$ cat config.mk
export PLATFORM = sky130hd
export DESIGN_NAME = ifetch_unit
export DESIGN_NICKNAME = d
export VERILOG_FILES = /design/src/rtl/ifetch_unit.sv
export SDC_FILE = /design/constraint.sdc
export NUM_CORES = 1
export LEC_CHECK = 0
export CORE_MARGIN = 4
export CORE_UTILIZATION = 45
export CTS_CLUSTER_SIZE = 20
export DETAILED_ROUTE_END_ITERATION = 10
export PLACE_DENSITY = 0.86
export SETUP_SLACK_MARGIN = 0.4
export SYNTH_ARGS = -nofsm -noshare
export SYNTH_HDL_FRONTEND = slang
export SYNTH_SLANG_ARGS = --single-unit
$ cat constraint.sdc
create_clock -name clock -period 6.5 [get_ports clock]
set_input_delay 1.3 -clock clock [delete_from_list [all_inputs] [get_ports clock]]
set_output_delay 1.3 -clock clock [all_outputs]
set_load 0.02 [all_outputs]
$ cat src/rtl/ifetch_unit.sv
// ifetch_unit: sequential instruction fetch into a 2-entry FIFO with redirect and fault halt
module ifetch_unit #(
  parameter logic [31:0] RESET_PC  = 32'h0100_0000,
  parameter logic [31:0] MEM_BASE  = 32'h0100_0000,
  parameter int          MEM_DEPTH = 65536
) (
  input  logic        clock,
  input  logic        reset,
  output logic [31:0] imem_address,
  output logic [31:0] imem_data_in,
  output logic        imem_read_write,
  input  logic [31:0] imem_data_out,
  input  logic        redirect_valid,
  input  logic [31:0] redirect_pc,
  output logic        inst_valid,
  input  logic        inst_ready,
  output logic [31:0] inst,
  output logic [31:0] inst_pc,
  output logic        inst_fault
);
  typedef enum logic {RUN, HALT} state_t;
  localparam logic [32:0] LIMIT = {1'b0, MEM_BASE} + 33'(MEM_DEPTH);
  state_t      state_q, state_d;
  logic [1:0]  count_q, count_d, n;
  logic [31:0] fetch_pc_q, fetch_pc_d;
  logic [31:0] pc0_q, pc0_d, pc1_q, pc1_d;
  logic [31:0] inst0_q, inst0_d, inst1_q, inst1_d;
  logic        fault0_q, fault0_d, fault1_q, fault1_d;
  logic        pop, push, fault;
  logic [31:0] new_inst;
  assign imem_address    = fetch_pc_q;
  assign imem_data_in    = 32'h0;
  assign imem_read_write = 1'b0;
  assign inst_valid      = count_q != 2'd0;
  assign inst            = inst0_q;
  assign inst_pc         = pc0_q;
  assign inst_fault      = fault0_q;
  assign pop      = inst_valid && inst_ready;
  assign fault    = (fetch_pc_q[1:0] != 2'b00) || (fetch_pc_q < MEM_BASE) ||
                    ({1'b0, fetch_pc_q} + 33'd4 > LIMIT);
  assign push     = (state_q == RUN) && !redirect_valid && (count_q != 2'd2 || pop);
  assign new_inst = fault ? 32'h0 : imem_data_out;
  assign n        = count_q - {1'b0, pop};
  // Next FIFO contents: shift on pop, then write the new entry at the first free slot
  always_comb begin
    pc0_d      = pop ? pc1_q : pc0_q;
    inst0_d    = pop ? inst1_q : inst0_q;
    fault0_d   = pop ? fault1_q : fault0_q;
    pc1_d      = pc1_q;
    inst1_d    = inst1_q;
    fault1_d   = fault1_q;
    count_d    = redirect_valid ? 2'd0 : n + {1'b0, push};
    fetch_pc_d = redirect_valid ? redirect_pc : (push && !fault) ? fetch_pc_q + 32'd4 : fetch_pc_q;
    state_d    = redirect_valid ? RUN : (push && fault) ? HALT : state_q;
    if (push && n == 2'd0) begin
      pc0_d    = fetch_pc_q;
      inst0_d  = new_inst;
      fault0_d = fault;
    end
    if (push && n == 2'd1) begin
      pc1_d    = fetch_pc_q;
      inst1_d  = new_inst;
      fault1_d = fault;
    end
  end
  // State registers with synchronous reset
  always_ff @(posedge clock) begin
    if (reset) begin
      state_q    <= RUN;
      count_q    <= 2'd0;
      fetch_pc_q <= RESET_PC;
      pc0_q      <= 32'h0;
      pc1_q      <= 32'h0;
      inst0_q    <= 32'h0;
      inst1_q    <= 32'h0;
      fault0_q   <= 1'b0;
      fault1_q   <= 1'b0;
    end else begin
      state_q    <= state_d;
      count_q    <= count_d;
      fetch_pc_q <= fetch_pc_d;
      pc0_q      <= pc0_d;
      pc1_q      <= pc1_d;
      inst0_q    <= inst0_d;
      inst1_q    <= inst1_d;
      fault0_q   <= fault0_d;
      fault1_q   <= fault1_d;
    end
  end
endmodule

==> out/qor.yml <==
synthesis:
  synthArstFlopShare_pct: 0
  yosys_most_used_dff: "dfxtp_1"
  synth_top_area_share_pct: 43.2
  syn-cell-area_um2: 7640
  synth.avg_cell_area_um2: 8.67
  yosys_warnings: 0
  synthCells: 881
  seq_area_frac_synth_pct: 43.2
  ys_ff_latch: 165
  synth_area_leaders: "dfxtp_1 (43%), mux2i_1 (11%), nand2_1 (5.5%)"
  synth_edf_count: 0
  yosysTopAreaCell: "dfxtp_1"
  synth_cell_types: 58
placed_design:
  pre_cts_ws_ps: 1820
  dp_hpwl_mm: 13.6
  dp.cells: 1192
  portBuffers: 165
  routabilityCongestion: 0.877
  placed_area_um2: 9200
routing:
  vias: 6843
  firstDrtPassIters: 5
  first_iter_violations: 602
  routed_via_density: 5.59
  routed_wl_mm: 20.5
  wl_per_cell_um: 16.7
  ant_nets: 0
  drc_errors: 0
run:
  maxCapViolations: 0
sta:
  min_period_ps: 4430
  drv_slew: 0
  period_share_pct: 68.2
  final-setup-viol-count: 0
  relSlewSlack_pct: 19.8
  fin_skew_ps: 14.2
  fmax_mhz: 226
  setup_slack_ps: 2070
  hold_violations: 0
  timing.hold.ws_ps: 453
  max_slew.worst_pin.slew_ps: 1200
  rsz0062_at_grt: "no"
  fin_tns_setup_ps: 0
pwr:
  pwr_density_cell_nw_per_um2: 265
  peakVddDrop_mv: 0.195
  total_power_mw: 2.60
  power.leakage_nw: 3.85
clocking:
  ctsResizeCount: 0
  clk_path_buf_depth: 2
  numCtsBuffers: 17
  cts_max_level: 4
  holdBufCountCts: 0
  numClockSinks: 165
  insertion_delay_ps: 430
  post_cts_buffers: 0
  cts_tree: "built"
  path_clk_slew_ps: 70
  cts_root_buf: "clkbuf_16"
worst_setup_path:
  critical_path_class: "reg2reg"
  arrival_ps: 4750
  required_ps: 6820
  path_max_fanout: 39
  cp-end-kind: "flip-flop"
  cp-start-kind: "flip-flop"
hold_path:
  hp-class: "reg2reg"
floorplanning:
  fp.coreArea_um2: 16600
  io_pins: 199
  die_x_um: 138
  start_util_pct: 46.1
  row_count: 47
  die_area_um2: 19100
  dieHeight_um: 138
global_route:
  grt_use_met2_pct: 34.0
  grt_overflow: 0
  grt_pass1_vias: 6527
  met1_usage_pct: 27.6
  grt_start_max_net_pins: 83
  top_usage_layer: "met2"
  track_usage_pct: 20.8
  grt_pass1_wl_mm: 33.5
  grt_use_met3_pct: 5.39
  antenna_found_initial: 0
cells_and_area:
  final_area_um2: 9800
  area_delta_synth_final_pct: 28.4
  multi_input_area_um2: 3860
  nNetsFinal: 1062
  layout.cells.non_filler: 1224
  num-fill-cells: 1454
  num_antenna_cells: 0
  drive_gt1_share_pct: 5.78
  regArea_um2: 3300
  fin_util_pct: 59.1
status:
  status: "finished, final reports clean"
## state kept, by name, summed over array words and instances, names as in the netlist
register      cells
imem_address     32
inst1_q          32
inst             32
inst_pc          32
pc1_q            32
count_q           2
fault1_q          1
inst_fault        1
state_q           1
## cells by family (layout without fill, tap and decap cells)
| group | after synthesis | after routing | share of synthesized area (%) |
|---|---|---|---|
| AND/OR/NAND/NOR | 293 | 293 | 18.4 |
| other | 1 | 33 | 0.0491 |
| flip-flops | 165 | 165 | 43.2 |
| AO/OA/AOI/OAI | 196 | 196 | 17.4 |
| buffers and inverters | 128 | 219 | 8.11 |
| XOR/XNOR | 12 | 12 | 1.38 |
| multiplexers | 83 | 83 | 10.9 |
| adder cells (fa/ha/maj) | 3 | 3 | 0.491 |
## cell usage in the layout (no fill, tap or decap), drive strengths merged, types with 5 or more instances in the layout
cell type and n:
nand3 48, clkinv 5, nor2 65, mux2i 82, clkbuf 18, a311oi 9, o31ai 10, o21ai 6
nor4 8, nor3 9, inv 20, or4 12, a31oi 6, o2bb2ai 29, a211oi 41, buf 9
nand4 10, xor2 10, nand2 112, conb 33, and3 6, a21oi 77, clkdlybuf4s50 164, dfxtp 165
## layer usage
layer	up-vias	part of all wire [%]
li1	3313	-
met1	3248	45
met2	253	48
met3	29	6.3
met4	0	1.6
met5	-	0
## cell type report
class / instances / area share (%)
clock buffers: 18 / 4.48
clock inverters: 14 / 1.65
inverters: 14 / 0.536
multi-input cells: 620 / 39.4
flip-flops and latches: 165 / 33.7
well taps: 220 / 2.81
repair buffers: 173 / 17.4
## cell usage after synthesis (3+ instances only)
cell type and instances:
or3_1 4, dfxtp_1 165, a211oi_1 40, xor2_1 10
buf_2 12, clkbuf_1 59, nor2_1 65, buf_1 10
o21ai_0 5, o31ai_1 10, nand3_1 46, and2_1 4
a311oi_1 9, o2bb2ai_1 29, inv_1 13, nand4_1 9
nand2_1 112, buf_4 33, nor4_1 7, o211ai_1 3
a31oi_1 6, ha_1 3, nor3_1 8, and4_1 3
mux2i_1 82, or4_1 11, and3_1 6, a21oi_1 77
## where the power goes
part	total (mW)	internal, mW	switching [mW]
Combinational	0.454	0.195	0.259
Sequential	1.12	1.06	0.0580
Clock	1.02	0.587	0.438
## worst paths after layout
check | from | endpoint | slack, ps | cells after the start
worst max-delay path | imem_address[3] | inst[25] | 2070 | 10
worst min-delay path | inst1_q[20] | inst1_q[20] | 450 | 2
worst max register to register | imem_address[3] | inst[25] | 2070 | 10
worst min register to register | inst1_q[20] | inst1_q[20] | 450 | 2
## worst max-delay path, cell delays in order (launching register included)
cell	delay, ps
dfxtp_1	580
ha_1	350
nand3_1	240
nor2_1	520
nand3_1	230
xor2_1	260
a31oi_1	120
nor4_2	280
buf_4	420
nor3b_4	1050
o2bb2ai_1	210
Note: power is estimated with default switching activity, not from simulation.
==> patch (same settings) <==
Change the parameter `MEM_DEPTH` from 65536 to 49152.
--- a/src/rtl/ifetch_unit.sv
+++ b/src/rtl/ifetch_unit.sv
@@ -4,3 +4,3 @@
   parameter logic [31:0] MEM_BASE  = 32'h0100_0000,
-  parameter int          MEM_DEPTH = 65536
+  parameter int          MEM_DEPTH = 49152
 ) (
Check against the original RTL: not equivalent (Yosys sat finds a counterexample within 4 cycles, from zero or initial values and one cycle with reset high).
==> patch against the unedited design <==
Sequential cell count stayed put. Clock skew is 0.0026 ns lower. Non-clock buffer count is 4 higher. Final area is 3.8% higher. Maximum frequency is 11% higher. Synthesized area is 4.9% higher. Wire length is 8.8% higher. Via count is 5.6% higher. Synthesized cell count is 5.9% higher. Worst setup slack better by 0.44 ns. Total power is 3.8% higher. Largest cell class unchanged.
==> patch: results (changes against the unedited design) <==
stage,metric,value,unit,change
place,GP Congestion,0.9135,,was 0.8774
global_route,global-route wire length before repair,35800,um,was 33490 um
power_and_ir_drop,LEAKAGE,3.622,nW,was 3.851 nW
worst_setup_path,"Arr. time, crit path",4.31,ns,was 4.75 ns
cells_and_area,area delta synth->final,26.93,%,was 28.35%
cells_and_area,fin util,58.61,%,was 59.12%
routing,met1 WL,9059,um,was 9123 um
yosys,"top cells by count, synth","188 x nand2_1, 165 x dfxtp_1, 66 x nor2_1",,"was 165 x dfxtp_1, 112 x nand2_1, 82 x mux2i_1"
yosys,post-synthesis mux area share,6.136,%,was 10.89%
cells_and_area,Non-Clock Buffer Area Fraction,17.05,%,was 17.43%
routing,WL per Instance,17.44,um,was 16.75 um
power_and_ir_drop,power consumption,2.699,mW,was 2.601 mW
cells_and_area,Non-clock buffers,177,,was 173
place,post-place instance area,9515,sq um,was 9204 sq um
worst_setup_path,CP max FO,33,,was 39
routing,metal3 WL,1877,um,was 1294 um
cells_and_area,share of cells above drive strength 1,10.53,%,was 5.777%
global_route,largest net degree at the start of global routing,81,,was 83
global_route,met1 global-route usage,26.02,%,was 27.65%
cells_and_area,Non-clock inverters,12,,was 14
power_and_ir_drop,Int Power,1.953,mW,was 1.846 mW
worst_setup_path,Critical Path Slowest Stage Cell,nor4_1,,was nor3b_4
cells_and_area,fraction of area in multi-input gates,40.81,%,was 39.41%
worst_setup_path,CP max stage delay,0.70,ns,was 1.05 ns
status,status,completed,,unchanged
yosys,adder-cell share of the synthesized area,0.4684,%,was 0.4914%
cells_and_area,Final nets,1112,,was 1062
cells_and_area,ClkCell Share,6.458,%,was 6.126%
cells_and_area,comb_multi_in,668,,was 620
yosys,"Seq/Total Area, Yosys",41.22,%,was 43.24%
power_and_ir_drop,Clock power frac,41.4,%,was 39.4%
yosys,complex-gate fraction of the synthesized area,19.97,%,was 17.44%
==> patch: changes by cell type in the layout (fill, tap and decap cells not counted), moves of 6 or more <==
cell,unedited run,this run
a311oi_1,9,36
mux2i_1,82,48
xor2_1,10,1
nand2_1,111,187
a21oi_2,0,20
or4_1,11,0
a211oi_1,40,2
nor4_1,6,12
o31ai_1,10,1
nand3_2,1,20
a21oi_1,77,52
nand3_1,46,26
==> patch: path summary, 6_finish.rpt <==
path | start | end | slack [ns] | depth (start not counted)
hold reg to reg | inst1_q[3] | inst1_q[3] | 0.45 | 2
hold / removal | inst1_q[3] | inst1_q[3] | 0.45 | 2
setup / recovery | imem_address[2] | imem_address[24] | 2.51 | 10
setup reg to reg | imem_address[2] | imem_address[24] | 2.51 | 10
==> patch: critical path, delay by kind of cell, from the launching register on <==
family	cells	cell delay, ns
buf+inv	1	0.52
fa+ha+maj	1	0.40
simple gates	4	1.28
mux	1	0.26
flops	1	0.55
compound gates	3	0.84
